===== config.mk =====
export PLATFORM = sky130hd
export DESIGN_NAME = func_inverse_unit
export DESIGN_NICKNAME = d
export VERILOG_FILES = /design/src/rtl/func_pkg.sv /design/src/rtl/func_inverse_unit_pipe_stage.sv /design/src/rtl/func_inverse_unit.sv
export SDC_FILE = /design/constraint.sdc
export NUM_CORES = 1
export LEC_CHECK = 0
export CAP_MARGIN = 10
export CORE_MARGIN = 2
export CORE_UTILIZATION = 40
export DETAILED_ROUTE_END_ITERATION = 8
export GPL_ROUTABILITY_DRIVEN = 0
export PLACE_DENSITY = 0.71
export SLEW_MARGIN = 15
export SYNTH_ARGS = -nofsm -noshare
export SYNTH_HDL_FRONTEND = slang
export SYNTH_HIERARCHICAL = 1
export SYNTH_SLANG_ARGS = --single-unit

===== constraint.sdc =====
create_clock -name clk -period 3.4 [get_ports clk]
set_input_delay 1.02 -clock clk [delete_from_list [all_inputs] [get_ports clk]]
set_output_delay 1.02 -clock clk [all_outputs]
set_load 0.01 [all_outputs]

===== src/rtl/func_pkg.sv =====
// Shared types and the forward "add then decrement" function for the func_inverse_unit path.
// FUNC_INV_SELFCHECK_EN widens the stage payloads so the original result travels with each beat.
package func_pkg;

  localparam int DEFAULT_WIDTH = 8;

  typedef struct packed {
    logic [DEFAULT_WIDTH-1:0] a;
    logic [DEFAULT_WIDTH-1:0] sum;
    logic                     carry;
`ifdef FUNC_INV_SELFCHECK_EN
    logic [DEFAULT_WIDTH-1:0] result;
`endif
  } s1_t;

  typedef struct packed {
    logic [DEFAULT_WIDTH-1:0] b;
    logic                     wrap;
`ifdef FUNC_INV_SELFCHECK_EN
    logic [DEFAULT_WIDTH-1:0] a;
    logic [DEFAULT_WIDTH-1:0] result;
`endif
  } s2_t;

  // Forward function used by the encode side: (a + b - 1) mod 2^DEFAULT_WIDTH.
  function automatic logic [DEFAULT_WIDTH-1:0] fwd_add_sub(
    input logic [DEFAULT_WIDTH-1:0] a,
    input logic [DEFAULT_WIDTH-1:0] b
  );
    return a + b - DEFAULT_WIDTH'(1);
  endfunction

endpackage


===== src/rtl/func_inverse_unit_pipe_stage.sv =====
// Generic valid/ready register slice; payload type is a parameter.
// Accepts a new beat whenever it is empty or its current beat leaves in the same cycle.
module func_pipe_stage #(
  parameter type T = logic
) (
  input  logic clk,
  input  logic rst_n,
  input  logic in_valid,
  output logic in_ready,
  input  T     in_data,
  output logic out_valid,
  input  logic out_ready,
  output T     out_data
);

  assign in_ready = !out_valid || out_ready;

  always_ff @(posedge clk or negedge rst_n) begin
    if (!rst_n) begin
      out_valid <= 1'b0;
      out_data  <= '0;
    end else if (in_ready) begin
      out_valid <= in_valid;
      if (in_valid) begin
        out_data <= in_data;
      end
    end
  end

endmodule


===== src/rtl/func_inverse_unit.sv =====
// Inverse of the forward add-then-decrement function: recovers b = (result + 1 - a) mod 2^WIDTH.
// Two-stage valid/ready pipeline; FUNC_INV_SELFCHECK_EN adds a sticky re-encode check (out_check_err).
module func_inverse_unit
  import func_pkg::*;
#(
  parameter int WIDTH = DEFAULT_WIDTH,
  parameter int CNT_W = 16
) (
  input  logic             clk,
  input  logic             rst_n,
  input  logic             in_valid,
  output logic             in_ready,
  input  logic [WIDTH-1:0] in_func_a,
  input  logic [WIDTH-1:0] in_func_result,
  output logic             out_valid,
  input  logic             out_ready,
  output logic [WIDTH-1:0] out_func_b,
  output logic             out_wrap,
  output logic [CNT_W-1:0] out_count
`ifdef FUNC_INV_SELFCHECK_EN
  ,
  output logic             out_check_err
`endif
);

  // The borrow of (sum - a) taken at WIDTH+1 bits, flipped by the carry of result+1,
  // is exactly the carry out of a + b in the forward direction.
  function automatic s2_t inverse(input s1_t s);
    logic [WIDTH:0] diff;
    s2_t            r;
    diff   = {s.carry, s.sum} - {1'b0, s.a};
    r      = '0;
    r.b    = diff[WIDTH-1:0];
    r.wrap = diff[WIDTH] ^ s.carry;
`ifdef FUNC_INV_SELFCHECK_EN
    r.a      = s.a;
    r.result = s.result;
`endif
    return r;
  endfunction

  logic [WIDTH:0]   sum_p0;
  s1_t              data_p0;
  s1_t              data_p1;
  logic             vld_p1;
  logic             rdy_p1;
  s2_t              res_p1;
  s2_t              data_p2;
  logic             vld_p2;
  logic [WIDTH-1:0] s2_b;
  logic [CNT_W-1:0] count;

  // Stage 0 -> 1: result + 1 with carry kept
  assign sum_p0 = {1'b0, in_func_result} + (WIDTH+1)'(1);

  always_comb begin
    data_p0       = '0;
    data_p0.a     = in_func_a;
    data_p0.sum   = sum_p0[WIDTH-1:0];
    data_p0.carry = sum_p0[WIDTH];
`ifdef FUNC_INV_SELFCHECK_EN
    data_p0.result = in_func_result;
`endif
  end

  func_pipe_stage #(.T(s1_t)) u_s1 (
    .clk       (clk),
    .rst_n     (rst_n),
    .in_valid  (in_valid),
    .in_ready  (in_ready),
    .in_data   (data_p0),
    .out_valid (vld_p1),
    .out_ready (rdy_p1),
    .out_data  (data_p1)
  );

  // Stage 1 -> 2: subtract a, derive wrap
  assign res_p1 = inverse(data_p1);

  func_pipe_stage #(.T(s2_t)) u_s2 (
    .clk       (clk),
    .rst_n     (rst_n),
    .in_valid  (vld_p1),
    .in_ready  (rdy_p1),
    .in_data   (res_p1),
    .out_valid (vld_p2),
    .out_ready (out_ready),
    .out_data  (data_p2)
  );

  // Stage 2 -> output
  assign s2_b       = data_p2.b;
  assign out_valid  = vld_p2;
  assign out_func_b = s2_b;
  assign out_wrap   = data_p2.wrap;
  assign out_count  = count;

  always_ff @(posedge clk or negedge rst_n) begin
    if (!rst_n) begin
      count <= '0;
    end else if (vld_p2 && out_ready) begin
      count <= count + CNT_W'(1);
    end
  end

`ifdef FUNC_INV_SELFCHECK_EN
  logic check_err;

  // Re-encode the delivered b and compare with the result that arrived alongside it.
  always_ff @(posedge clk or negedge rst_n) begin
    if (!rst_n) begin
      check_err <= 1'b0;
    end else if (vld_p2 && out_ready && (fwd_add_sub(data_p2.a, s2_b) != data_p2.result)) begin
      check_err <= 1'b1;
    end
  end

  assign out_check_err = check_err;
`endif

endmodule


==> metrics.txt, run 1 <==
final setup violation count=0; top routing layer in use=met4; worst r2r path cells=8; Post-Synthesis Cell Area=between 2000 and 2500 µm²; Overflow after GRT=0; fin crit period=about 3.3 ns; Area Overhead vs Synth=28.29%; die span in x=roughly 80 µm; Worst Path Max Fanout=3; DRT met1 WL=approximately 2000 µm; n_diodes=0; max cap viols=0; post-DP HPWL=3153 µm; Worst-Skew Late Latency=around 0.30 ns; Worst VDD drop=between 200 and 300 µV; share of cells above drive strength 1=17.55%; CTS Buf Count=5; TritonCTS clock tree=built; endpoints failing hold=0; Initial Util=between 40% and 50%; post-cts resize count=0; Mapped Cells=between 150 and 200; CTS Hold Bufs=0; Routed Antenna Nets=0; nets@finish=275; Fin Clk Skew=0.007847 ns; Slew headroom=about 36%; result of the run=completed; worst slew pin tran=0.9655 ns; type of origin of the critical path=primary input; gr usage total=around 14%; HP Class=flip-flop to flip-flop; Max Clk Rate=between 300 and 400 MHz; TritonRoute pass-1 iters=4; drt drc=0; Worst Hold Depth=1; antenna violations before repair=0; clock tree buffer depth=2; Slew Viols, Final=0; Root Driver=clkbuf_8; syn avg cell area=between 10 and 15 µm²; period utilisation layout=a little over nine tenths; largest net degree at the start of global routing=44; CTS Sinks=43; Yosys warning count=6; CTS HTree Levels=2; met2 routed WL=~2000 µm; WL final=4292 µm; syn_nets=about 220; via-per-instance ratio=between 4 and 5; Reg clk slew, reported paths=approximately 0.090 ns; LEAKAGE=about 1.4 nW; # rows=27; met3 wire len=~130 µm; Setup Fix Bufs, Post-CTS=0; Cell Pwr Density=~630 nW/µm²; first-pass GRT wire length=approximately 7000 µm; number of global-route vias before repair=about 1,500; via count=about 1,500; Crit path required time=~2.4 ns; Iter 0 DRT Violations=94; WP data arrival=between 2 and 2.5 ns; IO Port Bufs=46; Die ar.=6395 µm²; Core Region=roughly 5500 µm²; I/O pin cnt=47; Crit Path Class=primary input to output port; Tot Pwr=between 0.0015 and 0.002 W; WL per Instance=approximately 14 µm; RSZ-0062 raised after global routing=false; setup TNS=0 ns; Die Y=roughly 80 µm; Critical Path End Type=output port
-- worst paths after layout --
path / startpoint / end / slack (ns)
max in group asynchronous: rst_n / u_s1/out_data[5]$_DFFE_PN0P_ / 1.93
setup reg to reg: u_s1/out_data[1]$_DFFE_PN0P_ / u_s2/out_data[0]$_DFFE_PN0P_ / 1.23
hold reg to reg: out_count[15]$_DFFE_PN0P_ / out_count[15]$_DFFE_PN0P_ / 0.48
min in group asynchronous: rst_n / u_s1/out_valid$_DFFE_PN0P_ / 0.85
hold / removal: out_count[15]$_DFFE_PN0P_ / out_count[15]$_DFFE_PN0P_ / 0.48
setup / recovery: out_ready / in_ready / 0.08
-- registers in the layout, indices dropped and copies added (netlist names) --
name,count
out_count,16
u_s1/out_data,16
u_s1/out_valid,1
u_s2/out_data,9
u_s2/out_valid,1
-- stage by stage --
step | hold slack (ns) | utilization, % | cells | instance area (µm²) | setup WS (ns)
final | 0.4822 | 53.46 | 317 | 2962 | 0.08267
after floorplan | 0.4793 | - | 191 | 2308 | 1.035
after global placement | 0.4630 | 51.33 | 309 | 2844 | 0.09457
after CTS | 0.4915 | 53.46 | 317 | 2962 | 0.07810
after detailed placement | 0.4758 | 51.33 | 309 | 2844 | 0.07510
after global routing | 0.5029 | 53.46 | 317 | 2962 | 0.05480
-- critical path, cell delays in order --
cell             delay (ns)
clkdlybuf4s50_1        0.48
nand2b_4               0.13
nand2b_4               0.14
clkdlybuf4s50_1        0.54
-- where the power goes --
group / total (W) / switching [W] / internal, W / leakage, nW
logic: 0.000721 / 0.000291 / 0.000430 / 0.794
clock network: 0.000415 / 0.000177 / 0.000238 / 0.0612
registers: 0.000739 / 0.000101 / 0.000638 / 0.523
-- area by class of cell --
type / count / area (µm²)
fill: 518 / 2579
multi-input combinational: 130 / 1147
sequential: 43 / 1076
timing repair buffer: 48 / 470.5
tap: 72 / 90.09
clock buffer: 6 / 82.58
inverter: 16 / 60.06
clock inverter: 2 / 35.03
-- placed cells by master, fill, tap and decap left out, types with 3 or more instances in the layout --
master / instances
inv_1: 16
ha_1: 10
nand2b_1: 3
nor2_1: 11
nand2_1: 8
clkdlybuf4s50_1: 45
mux2_4: 19
mux2_2: 7
a21oi_1: 3
xnor2_1: 15
dfrtp_1: 43
or4_1: 3
xor2_1: 9
nand3_1: 12
clkbuf_8: 6
nand4_1: 4
nor3_1: 4
-- routing by layer --
layer	track usage, %	vias to the layer above
met3	3.394	5
met1	19.23	729
li1	-	763
met2	22.50	28
met4	5.593	0
met5	0	-
Power figures use the tool's default switching activity.
==> run 2: changes to the inputs <==
Settings changed: DONT_BUFFER_PORTS from default to 1, PLACE_DENSITY 0.71 to 0.6.
==> run 2 against run 1 <==
  * Largest cell class unchanged
  * Combinational power down 40%
  * Total power down 13%
  * Fmax up 40%
  * Critical path depth down 2
  * Via count down 13%
  * Critical endpoint unchanged
  * Flip-flop and latch count unchanged
  * Final cell count down 15%
  * First-iteration DRC count down 63%
==> metrics.txt, run 2 (synthesis results as in run 1) <==
result of the run=completed; Die ar.=roughly 6400 µm²; worst slew pin tran=about 0.48 ns; Initial Util=41.67%; gr usage total=around an eighth; Crit Path Class=primary input to output port; Critical Path End=in_ready; Area Overhead vs Synth=7.696%; CTS Sinks=43; Buffers & Inverters on Critical Path=0; FF-to-FF Start=u_s1/out_data[1]$_DFFE_PN0P_; # rows=27; Die Y=approximately 80 µm; type of origin of the critical path=primary input; Cell Chain, Critical Path=nand2b_4 > nand2b_4; Routed Antenna Nets=0; CTS Buf Count=5; Fin Clk Skew=between 0.01 and 0.015 ns; Reg clk slew, reported paths=0.09 ns; final core occ=between 40% and 50%; WP data arrival=between 1 and 1.5 ns; setup TNS=0 ns; IO Port Bufs=0; Setup Fix Bufs, Post-CTS=0; crit-path most repeated cell=nand2b_4; antenna violations before repair=0; clock tree buffer depth=2; RR Endpoint=u_s2/out_data[0]$_DFFE_PN0P_; Worst-Skew Late Latency=about 0.30 ns; CTS Hold Bufs=0; nets@finish=227; Worst VDD drop=approximately 280 µV; Crit path required time=2.38 ns; post-cts resize count=0; first-pass GRT wire length=around 6000 µm; Overflow after GRT=0; slowest stage delay, CP=0.18 ns; most frequent cells in the layout=43 x dfrtp_1, 19 x mux2_4, 16 x inv_1, 15 x xnor2_1, 12 x nand3_1; post-DP HPWL=around 2800 µm; TritonCTS clock tree=built; Cell Pwr Density=approximately 660 nW/µm²; fin crit period=approximately 2.4 ns; worst r2r path cells=8; via-per-instance ratio=between 4 and 5; LEAKAGE=between 1 and 1.5 nW; Critical path origin=out_ready; FF-to-FF setup slack=approximately 1.2 ns; Critical Path End Type=output port; Slowest cell on crit path=nand2b_4; die span in x=approximately 80 µm; WL final=3634 µm; Max Clk Rate=around 420 MHz; endpoints failing hold=0; HP Class=primary input to asynchronous set/reset pin; n_diodes=0; post-place setup slack=~1.0 ns; CP top delay family=simple AND/OR/NAND/NOR gates; WP depth=2; TritonRoute pass-1 iters=4; Root Driver=clkbuf_8; WL per Instance=~14 µm; drt drc=0; Slew Viols, Final=0; I/O pin cnt=47; via count=1,332; Worst Slack Setup Final=1.025 ns; Iter 0 DRT Violations=35; max cap viols=0; commonest non-fill, non-tap cell in the layout=dfrtp_1; Worst Path Max Fanout=3; Core Region=about 5500 µm²; RSZ-0062 raised after global routing=false; share of cells above drive strength 1=just over 20%; final setup violation count=0; number of global-route vias before repair=1,348; period utilisation layout=approximately 70%; largest net degree at the start of global routing=44; CTS HTree Levels=2; Slew headroom=between 60% and 70%
[run 2: worst min-delay path by stage]
stage          cells after the start                       endpoint                           from  slack [ns]
6_report                           0       out_count[5]$_DFFE_PN0P_                          rst_n        0.40
5_1_grt                            0       out_count[6]$_DFFE_PN0P_                          rst_n        0.38
4_1_cts                            0       out_count[5]$_DFFE_PN0P_                          rst_n        0.39
3_5_place_dp                       1  u_s1/out_data[15]$_DFFE_PN0P_  u_s1/out_data[15]$_DFFE_PN0P_        0.49
3_3_place_gp                       1   u_s1/out_data[1]$_DFFE_PN0P_   u_s1/out_data[1]$_DFFE_PN0P_        0.49
2_1_floorplan                      1  u_s1/out_data[13]$_DFFE_PN0P_  u_s1/out_data[13]$_DFFE_PN0P_        0.48
[run 2: power by group]
part	internal, W	switching (W)	leakage (nW)
clock	0.000219	0.000182	0.0581
combinational	0.000254	0.000176	0.610
sequential	0.000637	0.000164	0.523
[run 2: layout make-up]
class | count | area (µm²)
inverters | 16 | 60.06
fillers | 529 | 3054
multi-input cells | 130 | 1147
clock inverters | 3 | 43.79
clock buffers | 5 | 68.82
well taps | 72 | 90.09
flip-flops and latches | 43 | 1076
[run 2: metal layers]
| layer | vias to the layer above | GRT usage, % | share of wire (%) |
|---|---|---|---|
| met5 | - | 0 | 0 |
| li1 | 663 | - | - |
| met4 | 0 | 4.576 | 1.4 |
| met3 | 4 | 4.525 | 6.8 |
| met2 | 41 | 21.08 | 46 |
| met1 | 624 | 14.17 | 46 |
[run 2: through the flow]
stage	instance area [µm²]	cells	hold WS (ns)	power, W
after global placement	2374	261	0.4917	0.001240
after CTS	2486	269	0.3908	0.001657
after global routing	2486	269	0.3833	0.001751
after floorplan	2308	191	0.4793	0.001164
final	2486	269	0.4023	0.001632
after detailed placement	2374	261	0.4936	0.001253
